[src/rtl/wcm_pkg.sv]
// Shared types, parameter defaults and helpers for the word clock multiplier.
// Latency: n/a (package only).
// Backpressure: n/a (package only).
package wcm_pkg;

    localparam int DIVW_DEF     = 16;
    localparam int MULTW_DEF    = 8;
    localparam int LOCK_TOL_DEF = 4;
    localparam int LOCK_CNT_DEF = 4;

    typedef enum logic [1:0] {
        IDLE = 2'd0,
        ACQ  = 2'd1,
        LOCK = 2'd2,
        HOLD = 2'd3
    } wcm_state_t;

    // Unsigned absolute difference, used for word-to-word period deviation.
    function automatic logic [31:0] wcm_absdiff(input logic [31:0] a, input logic [31:0] b);
        return (a > b) ? (a - b) : (b - a);
    endfunction

endpackage

[src/rtl/word_clock_multiplier_if.sv]
// Word clock in / bit clock out bundle of the word clock multiplier.
// Latency: n/a (wiring only).
// Backpressure: none; all signals are free-running levels or pulses.
interface word_clock_multiplier_if
    import wcm_pkg::*;
#(
    parameter int DIVW  = DIVW_DEF,
    parameter int MULTW = MULTW_DEF
);
    logic             wc;
    logic             holdover_en;
    logic             bitclock;
    logic             bit_strobe;
    logic [MULTW-1:0] bit_index;
    logic             locked;
    logic [DIVW:0]    period;
    logic             slip;

    // Word clock source / bit clock consumer side.
    modport master (
        output wc, holdover_en,
        input  bitclock, bit_strobe, bit_index, locked, period, slip
    );

    // Multiplier side.
    modport slave (
        input  wc, holdover_en,
        output bitclock, bit_strobe, bit_index, locked, period, slip
    );

endinterface

[src/rtl/wcm_phase_acc.sv]
// Phase accumulator: spreads N strobes evenly over a period of P clk cycles.
// Latency: strobe/bitclock are combinational views of the next accumulator state.
// Backpressure: none; runs every cycle while enabled.
module wcm_phase_acc #(
    parameter int DIVW = 16
) (
    input  logic          clk,
    input  logic          reset,
    input  logic          en,
    input  logic          restart,
    input  logic [DIVW:0] p,
    input  logic [DIVW:0] n,
    output logic          strobe,
    output logic          bitclock
);
    typedef logic [DIVW:0] acc_t;

    acc_t            acc_q;
    acc_t            acc_d;
    logic [DIVW+1:0] sum;

    // Advance the accumulator by N per cycle, wrapping by P and flagging a strobe.
    always_comb begin
        acc_d  = acc_q;
        strobe = 1'b0;
        sum    = {1'b0, acc_q} + {1'b0, n};
        if (!en) begin
            acc_d = '0;
        end else if (restart) begin
            acc_d  = '0;
            strobe = 1'b1;
        end else if (sum >= {1'b0, p}) begin
            acc_d  = acc_t'(sum - {1'b0, p});
            strobe = 1'b1;
        end else begin
            acc_d = acc_t'(sum);
        end
        bitclock = en && (acc_d < (p >> 1));
    end

    // Accumulator register.
    always_ff @(posedge clk) begin
        if (reset) begin
            acc_q <= '0;
        end else begin
            acc_q <= acc_d;
        end
    end

endmodule

[src/rtl/word_clock_multiplier.sv]
// Word clock multiplier: measures the wc period and emits N=2^MULTW bit strobes per word.
// Latency: first strobe one cycle after the wc rising edge; all outputs registered.
// Backpressure: none; holdover free-runs on the last accepted period when wc is lost.
module word_clock_multiplier
    import wcm_pkg::*;
#(
    parameter int DIVW     = DIVW_DEF,
    parameter int MULTW    = MULTW_DEF,
    parameter int LOCK_TOL = LOCK_TOL_DEF,
    parameter int LOCK_CNT = LOCK_CNT_DEF
) (
    input logic                     clk,
    input logic                     reset,
    word_clock_multiplier_if.slave  bus
);
    localparam int GW = $clog2(LOCK_CNT + 1);

    typedef logic [DIVW:0]  cnt_t;
    typedef logic [GW-1:0]  good_t;
    typedef logic [MULTW-1:0] idx_t;

    localparam cnt_t  N_VAL    = cnt_t'(1) << MULTW;
    localparam cnt_t  CNT_MAX  = '1;
    localparam idx_t  IDX_LAST = '1;
    localparam good_t GOOD_MAX = good_t'(LOCK_CNT);

    wcm_state_t state_q, state_d;
    logic       wc_d_q;
    cnt_t       cnt_q, cnt_d;
    cnt_t       period_q, period_d;
    cnt_t       prev_q, prev_d;
    logic       have_prev_q, have_prev_d;
    logic       gen_ok_q, gen_ok_d;
    good_t      good_q, good_d;
    logic       bitclock_q, bitclock_d;
    logic       bit_strobe_q, bit_strobe_d;
    idx_t       bit_index_q, bit_index_d;
    logic       locked_q, locked_d;
    logic       slip_q, slip_d;

    logic        wc_rise;
    logic        cnt_sat;
    logic        measuring;
    logic        p_good;
    logic        timeout;
    logic        restart;
    logic        gen_en;
    logic        gen_strobe;
    logic        gen_bitclock;
    logic [31:0] p_diff;

    assign wc_rise   = bus.wc & ~wc_d_q;
    assign cnt_sat   = (cnt_q == CNT_MAX);
    assign measuring = (state_q == ACQ) || (state_q == LOCK);
    assign p_diff    = wcm_absdiff(32'(cnt_q), 32'(prev_q));
    // The first period after a measurement start has nothing to compare against.
    assign p_good    = (cnt_q >= N_VAL) && !cnt_sat &&
                       (!have_prev_q || (p_diff <= 32'(LOCK_TOL)));
    // Without an accepted period there is no 2P reference; fall back to saturation.
    assign timeout   = gen_ok_q ? ({1'b0, cnt_q} > {period_q, 1'b0}) : cnt_sat;

    // Period measurement, lock qualification and state transitions; an edge wins over a timeout.
    always_comb begin
        state_d     = state_q;
        cnt_d       = cnt_q;
        period_d    = period_q;
        prev_d      = prev_q;
        have_prev_d = have_prev_q;
        gen_ok_d    = gen_ok_q;
        good_d      = good_q;
        slip_d      = 1'b0;
        restart     = 1'b0;
        if (wc_rise) begin
            restart = 1'b1;
            cnt_d   = cnt_t'(1);
            if ((state_q != IDLE) && gen_ok_q && (bit_index_q != IDX_LAST)) begin
                slip_d = 1'b1;
            end
            if (measuring) begin
                if (!cnt_sat) begin
                    prev_d      = cnt_q;
                    have_prev_d = 1'b1;
                end
                if (p_good) begin
                    period_d = cnt_q;
                    gen_ok_d = 1'b1;
                    if (good_q != GOOD_MAX) begin
                        good_d = good_q + 1'b1;
                    end
                    if ((state_q == ACQ) && (good_d == GOOD_MAX)) begin
                        state_d = LOCK;
                    end
                end else begin
                    good_d  = '0;
                    state_d = ACQ;
                end
            end else begin
                // IDLE or HOLD: this edge only starts a fresh measurement.
                have_prev_d = 1'b0;
                good_d      = '0;
                state_d     = ACQ;
            end
        end else begin
            if ((state_q != IDLE) && !cnt_sat) begin
                cnt_d = cnt_q + 1'b1;
            end
            if (measuring && timeout) begin
                good_d = '0;
                if ((state_q == LOCK) && bus.holdover_en) begin
                    state_d = HOLD;
                end else begin
                    state_d     = IDLE;
                    cnt_d       = '0;
                    gen_ok_d    = 1'b0;
                    have_prev_d = 1'b0;
                end
            end
        end
    end

    assign gen_en = (state_d != IDLE) && gen_ok_d;

    wcm_phase_acc #(
        .DIVW (DIVW)
    ) u_phase_acc (
        .clk      (clk),
        .reset    (reset),
        .en       (gen_en),
        .restart  (restart),
        .p        (period_d),
        .n        (N_VAL),
        .strobe   (gen_strobe),
        .bitclock (gen_bitclock)
    );

    // Bit numbering: stop at the last bit in normal operation, wrap around in holdover.
    always_comb begin
        bit_strobe_d = 1'b0;
        bit_index_d  = bit_index_q;
        bitclock_d   = gen_bitclock;
        locked_d     = (state_d == LOCK);
        if (!gen_en) begin
            bit_index_d = '0;
        end else if (restart) begin
            bit_strobe_d = 1'b1;
            bit_index_d  = '0;
        end else if (gen_strobe) begin
            if (bit_index_q != IDX_LAST) begin
                bit_strobe_d = 1'b1;
                bit_index_d  = bit_index_q + 1'b1;
            end else if (state_d == HOLD) begin
                bit_strobe_d = 1'b1;
                bit_index_d  = '0;
            end
        end
    end

    // State and output registers.
    always_ff @(posedge clk) begin
        if (reset) begin
            state_q      <= IDLE;
            wc_d_q       <= 1'b0;
            cnt_q        <= '0;
            period_q     <= '0;
            prev_q       <= '0;
            have_prev_q  <= 1'b0;
            gen_ok_q     <= 1'b0;
            good_q       <= '0;
            bitclock_q   <= 1'b0;
            bit_strobe_q <= 1'b0;
            bit_index_q  <= '0;
            locked_q     <= 1'b0;
            slip_q       <= 1'b0;
        end else begin
            state_q      <= state_d;
            wc_d_q       <= bus.wc;
            cnt_q        <= cnt_d;
            period_q     <= period_d;
            prev_q       <= prev_d;
            have_prev_q  <= have_prev_d;
            gen_ok_q     <= gen_ok_d;
            good_q       <= good_d;
            bitclock_q   <= bitclock_d;
            bit_strobe_q <= bit_strobe_d;
            bit_index_q  <= bit_index_d;
            locked_q     <= locked_d;
            slip_q       <= slip_d;
        end
    end

    assign bus.bitclock   = bitclock_q;
    assign bus.bit_strobe = bit_strobe_q;
    assign bus.bit_index  = bit_index_q;
    assign bus.locked     = locked_q;
    assign bus.period     = period_q;
    assign bus.slip       = slip_q;

endmodule

[src/flat_wrapper.sv]
// flat-port wrapper written by rule: the top's interface ports become plain ports
module word_clock_multiplier_flat import wcm_pkg::*;
#(
    parameter int DIVW     = DIVW_DEF,
    parameter int MULTW    = MULTW_DEF,
    parameter int LOCK_TOL = LOCK_TOL_DEF,
    parameter int LOCK_CNT = LOCK_CNT_DEF
)
  (clk, reset, bus_wc, bus_holdover_en, bus_bitclock, bus_bit_strobe, bus_bit_index, bus_locked, bus_period, bus_slip);
  word_clock_multiplier_if #(.DIVW(DIVW), .MULTW(MULTW)) bus_i ();
  input logic clk;
  input logic reset;
  input wire logic [$bits(bus_i.wc)-1:0] bus_wc;
  input wire logic [$bits(bus_i.holdover_en)-1:0] bus_holdover_en;
  output wire logic [$bits(bus_i.bitclock)-1:0] bus_bitclock;
  output wire logic [$bits(bus_i.bit_strobe)-1:0] bus_bit_strobe;
  output wire logic [$bits(bus_i.bit_index)-1:0] bus_bit_index;
  output wire logic [$bits(bus_i.locked)-1:0] bus_locked;
  output wire logic [$bits(bus_i.period)-1:0] bus_period;
  output wire logic [$bits(bus_i.slip)-1:0] bus_slip;
  assign bus_i.wc = bus_wc;
  assign bus_i.holdover_en = bus_holdover_en;
  assign bus_bitclock = bus_i.bitclock;
  assign bus_bit_strobe = bus_i.bit_strobe;
  assign bus_bit_index = bus_i.bit_index;
  assign bus_locked = bus_i.locked;
  assign bus_period = bus_i.period;
  assign bus_slip = bus_i.slip;
  word_clock_multiplier #(.DIVW(DIVW), .MULTW(MULTW), .LOCK_TOL(LOCK_TOL), .LOCK_CNT(LOCK_CNT)) u_core (.clk(clk), .reset(reset), .bus(bus_i));
endmodule
[config.mk]
export PLATFORM = sky130hd
export DESIGN_NAME = word_clock_multiplier_flat
export DESIGN_NICKNAME = d
export VERILOG_FILES = /design/src/rtl/wcm_pkg.sv /design/src/rtl/word_clock_multiplier_if.sv /design/src/rtl/wcm_phase_acc.sv /design/src/rtl/word_clock_multiplier.sv /design/src/flat_wrapper.sv
export SDC_FILE = /design/constraint.sdc
export NUM_CORES = 1
export LEC_CHECK = 0
export BUFFER_PORTS_ARGS = -buffer_cell sky130_fd_sc_hd__clkbuf_2
export CELL_PAD_IN_SITES_DETAIL_PLACEMENT = 1
export CELL_PAD_IN_SITES_GLOBAL_PLACEMENT = 2
export CORE_ASPECT_RATIO = 0.7
export CORE_MARGIN = 2
export CORE_UTILIZATION = 40
export CTS_CLUSTER_DIAMETER = 200
export DETAILED_ROUTE_END_ITERATION = 10
export MAX_ROUTING_LAYER = met4
export PLACE_DENSITY_LB_ADDON = 0.1
export SYNTH_ARGS = -nofsm -noshare
export SYNTH_HDL_FRONTEND = slang
export SYNTH_SLANG_ARGS = --single-unit
[constraint.sdc]
create_clock -name clk -period 23.2 [get_ports clk]
set_input_delay 3.48 -clock clk [delete_from_list [all_inputs] [get_ports clk]]
set_output_delay 3.48 -clock clk [all_outputs]
set_load 0.01 [all_outputs]
# After elaboration in Yosys (flattened, before gate mapping)
# Cells that the tools add are included.
# totals
reg_bits	88
input_bits	4
output_inout_bits	29
# op_classes
n_addsub	7
magnitude_cmp	6
eq_ne	10
muxes	47
bitwise_logic	5
reduce_logical	25
# ops
cell	n
17-bit two-way mux	9
17-bit by 17-bit subtractor with 18-bit output	2
32-bit by 3-bit less-or-equal comparator with 1-bit output, second input constant	1
32-bit two-way mux	1
3-bit two-way mux	8
1-bit two-way mux	21
17-bit by 9-bit adder with 18-bit output, second input constant	1
18-bit by 17-bit greater-or-equal comparator with 1-bit output	1
17-bit by 18-bit > comparator with 1-bit output	1
17-bit by 1-bit adder with 17-bit output, second input constant	1
17-bit == test, second input constant	1
17-bit by 9-bit greater-or-equal comparator with 1-bit output, second input constant	1
17-bit > comparator	1
17-bit by 16-bit less-than comparator with 1-bit output	1
17-bit subtractor	1
8-bit two-way mux	2
2-bit two-way mux	6
1-bit logical AND	10
8-bit by 1-bit adder with 8-bit output, second input constant	1
8-bit inequality test, second input constant	1
2-bit nonzero test	4
2-bit == test, second input constant	3
3-bit inequality test, second input constant	2
3-bit AND reduction	2
other kinds (11)	18

# Logic depth before layout (Yosys ltp)
# depth
ltp_word	19
mapped_depth	42
mapped_depth_nobuf	38

# Cells and area by module
# Synthesis repeated with hierarchy kept, for this count alone.
# hier_totals
cells_unflattened	1069
area_unflattened_um2	8091.5
# modules_own_cells
module	n_inst	cells_each	area_per_inst_um2	seq_area_each_um2
word_clock_multiplier	1	718	5456.5	1421.4
wcm_phase_acc	1	351	2635.0	340.3

# Worst setup path after synthesis
# OpenSTA, ideal clock, no wires.
# synth_timing
kind	input-to-reg
from	input bus_wc
to	register u_core.bitclock_q, in the netlist u_core.bus.bitclock
setup_time_ps	115
t_arrival_ps	10015
required_ps	23085
slack_ps	13070
cell_stages	35
n_path_buf	5
path_cell_list	nor2b_1 -> clkbuf_1 -> nand3b_1 -> clkbuf_1 -> nor3_1 -> mux2i_4 -> nor3_1 -> or3_1 -> clkbuf_1 -> a21oi_1 -> ha_1 -> a21o_1 -> a21o_1 -> a2111oi_0 -> nor3_1 -> a211oi_1 -> o21bai_1 -> a21oi_1 -> a21oi_1 -> clkbuf_1 -> clkbuf_1 -> o21ai_0 -> nor2_1 -> ha_1 -> a21o_1 -> a21oi_1 -> nor2b_1 -> o21ai_0 -> nand2b_1 -> a21oi_1 -> nor2b_1 -> o21ai_0 -> nand3b_1 -> a221o_1 -> a2111oi_0
# synth_between
elab_chain_cells	8
# synth_lines
element	line_no	text
start: declaration	flat_wrapper.sv:13	input wire logic [$bits(bus_i.wc)-1:0] bus_wc;
1-bit bitwise AND *	word_clock_multiplier.sv:52	assign wc_rise = bus.wc & ~wc_d_q;
17-bit two-way mux	word_clock_multiplier.sv:73	if (wc_rise) begin
17-bit subtractor or 18-bit by 17-bit greater-or-equal comparator with 1-bit output (tied branches)	wcm_phase_acc.sv:33, wcm_phase_acc.sv:32	
17-bit two-way mux	wcm_phase_acc.sv:32	end else if (sum >= {1'b0, p}) begin
17-bit two-way mux	wcm_phase_acc.sv:29	end else if (restart) begin
17-bit two-way mux *	wcm_phase_acc.sv:27	if (!en) begin
named net u_core.u_phase_acc.acc_d[2]	wcm_phase_acc.sv:19	acc_t acc_d;
17-bit by 16-bit less-than comparator with 1-bit output *	wcm_phase_acc.sv:38	bitclock = en && (acc_d < (p >> 1));
1-bit logical AND *	wcm_phase_acc.sv:38	
end signal: assignment	word_clock_multiplier.sv:183	bitclock_q <= bitclock_d;
end: declaration	word_clock_multiplier.sv:35	logic bitclock_q, bitclock_d;
# The timed path passes the listed nets; every way through them passes the cells marked *.
# A chain may end at the register's enable or synchronous reset.

# Worst setup path in the final report
# Same ends and word-level chain as after synthesis.

==> run metrics <==
Initial DRC Count 513; Antenna Nets Post-Route 0; Slew @ Worst Pin 963 ps; largest net degree at the start of global routing 58; initial antenna violation count 0; Site Rows approximately 40; crit-path most repeated cell a21oi_1; RR Endpoint u_core.bus.bitclock$_SDFF_PP0_; Final WS setup roughly 12000 ps; critical path fanouts, max 30; status finished clean; Via Count 7060; number of I/O pins 33; HPWL after DPL about 19000 um; initial core utilization roughly two fifths; max_cap viols 0; number of port buffers 32; R2R cell count 36; warnings from Yosys 0; post-DR wirelength/cell 19.2 um; Worst slew margin between 30 and 40%; Setup violations, final 0; min Tclk post-route around 12000 ps; Seq/Total Area, Yosys between 20% and 30%; htree depth 3; DRT Pass-1 Iters 5; slowest stage delay, CP 800 ps; Hold Crit Endpoint u_core.prev_q[9]$_SDFFE_PP0P_; CP top delay family compound AO/OA/AOI/OAI gates; Fin. Hold Viols 0; CTS sink count between 80 and 90; Main synth FF type dfxtp_1; DIE AREA roughly 20000 um2; Total Wirelength 23800 um; highest-count cells in the layout ignoring fill and taps 122 x nor2_1, 105 x a21oi_1, 95 x nand2_1; vias in the first global route roughly 6800; peak supply drop a little over 0.00003 V; CTS Root Cell clkbuf_16; RR Startpoint u_core.cnt_q[3]$_SDFF_PP0_; setup TNS 0 ps; leading cell type in the layout, fill and taps excluded nor2_1; number of synthesized flops with an enable pin 0; vias per inst 5.72; clk slew on worst S/H paths ~70 ps; worst reg2reg setup slack 13130 ps; Final Cycle Share about 50%; startpoint types primary input; maximum clock frequency 85.9 MHz; Area Overhead vs Synth 9.13%; crit path DAT roughly 12000 ps; LEAKAGE approximately 3.3 nW; RSZ-0062 raised after global routing no; Core Region around 18000 um2; GRT Total Usage between 20% and 30%; Post-CTS Resized 0; PwrDens about 44 nW/um2; first-pass GRT wire length 38400 um; share of post-route cells with drive strength above 1 roughly 7.2%; die width between 150 and 200 um; skew final ~11 ps; WP buf/inv 4; syn_area_per_cell around 7.5 um2; Placer Congestion roughly 0.85; CP Class in -> reg; Max clock buf depth 2; number of CTS-inserted buffers 9; DRC 0; Mapped Area between 7000 and 8000 um2; post-CTS setup buffer count 0; Layout fillers approximately 2300; number of diodes 0; Die Y approximately 120 um; gr ovfl total 0; Critical Path RT approximately 23000 ps; # nets final between 1000 and 1500; hold path depth 2; slowest CP cell or3_1; Unique masters post-synth between 70 and 80; FFs w/ async S/R, synth 0%; Hold-fix buffers, CTS 0; Final Max Tran Viols 0; Clock Latency Late Sink 350 ps; Gate Count Post-Synth between 900 and 1000; syn_nets about 1100; Worst Hold Class reg -> reg; CP Capture Type register; pre-CTS setup slack 11240 ps; Hold Startpoint u_core.prev_q[9]$_SDFFE_PP0P_; CTS tree built; #FFs+latches synth 88
[kinds of logic (layout without fill, tap and decap cells)]
family                   Yosys count  in the layout  synth area share, %
flip-flops                        88             88                 23.9
multiplexers                      18             18                 2.69
AO/OA/AOI/OAI                    263            263                 23.4
AND/OR/NAND/NOR                  367            367                 23.2
XOR/XNOR                          42             42                 4.98
adder cells (fa/ha/maj)           93             93                 15.9
buffers and inverters            112            128                 6.03
[synthesized netlist by cell type, types with 14 or more instances]
cell / instances / share of area (%)
inv_1: 74 / 3.8
dfxtp_1: 88 / 24
a21o_1: 18 / 1.8
a21oi_1: 106 / 7.2
nand3_1: 24 / 1.6
xnor2_1: 33 / 3.9
o21ai_0: 33 / 2.2
nand4_1: 18 / 1.5
ha_1: 92 / 16
o21a_1: 14 / 1.4
nand2_1: 95 / 4.8
and3_1: 16 / 1.4
nor3_1: 34 / 2.3
nor2_1: 122 / 6.2
nor2b_1: 14 / 1.2
clkbuf_1: 25 / 1.3
[worst min-delay path, cell delays in order, from the launching register on]
cell	delay (ps)
dfxtp_1	320
nand2_1	60
a21oi_1	50
[cell type report]
cell class,instances,area (um2),area share (%)
Sequential cell,88,1760,21.9
Clock inverter,4,76.3,0.947
Inverter,74,278,3.45
Multi-Input combinational cell,783,5190,64.4
Timing Repair Buffer,38,205,2.55
Clock buffer,12,256,3.18
Tap cell,236,295,3.66
[state kept, by name, summed over array words and instances (netlist names)]
register / cells
u_core.bus.period: 17
u_core.cnt_q: 17
u_core.prev_q: 17
u_core.u_phase_acc.acc_q: 17
u_core.bus.bit_index: 8
u_core.good_q: 3
u_core.state_q: 2
u_core.bus.bit_strobe: 1
u_core.bus.bitclock: 1
u_core.bus.locked: 1
u_core.bus.slip: 1
u_core.gen_ok_q: 1
u_core.have_prev_q: 1
u_core.wc_d_q: 1
[where the power goes]
group | internal (W) | leakage, nW | switching, W
Sequential | 0.000152 | 0.709 | 0.000000835
Clock | 0.000101 | 0.159 | 0.0000659
Combinational | 0.0000117 | 2.45 | 0.0000214
[per-layer routing]
metal / global-route usage [%] / routed length, um
met1: 41.3 / 13600
met2: 30.7 / 8620
met3: 5.45 / 1490
met4: 3.02 / 98
met5: - / 0
[worst max-delay path by stage]
stage	cells past startpoint	startpoint	endpoint	slack, ps
after CTS	34	bus_wc	u_core.bus.bitclock$_SDFF_PP0_	11620
after global placement	34	bus_wc	u_core.bus.bitclock$_SDFF_PP0_	11580
after floorplan	35	bus_wc	u_core.bus.bitclock$_SDFF_PP0_	13070
after global routing	34	bus_wc	u_core.bus.bitclock$_SDFF_PP0_	10590
final	34	bus_wc	u_core.bus.bitclock$_SDFF_PP0_	11560
after detailed placement	34	bus_wc	u_core.bus.bitclock$_SDFF_PP0_	11240
[stage by stage]
stage,utilization (%),hold slack [ps],power [W],instances,cell area [um2]
final,44.6,477,0.000352,1235,8060
after CTS,44.6,480,0.000354,1235,8060
after floorplan,-,454,0.000178,983,7390
after detailed placement,42.8,471,0.000188,1219,7730
after global routing,44.6,509,0.000363,1235,8060
after global placement,42.8,468,0.000188,1219,7730
(Power assumes the default switching activity.)
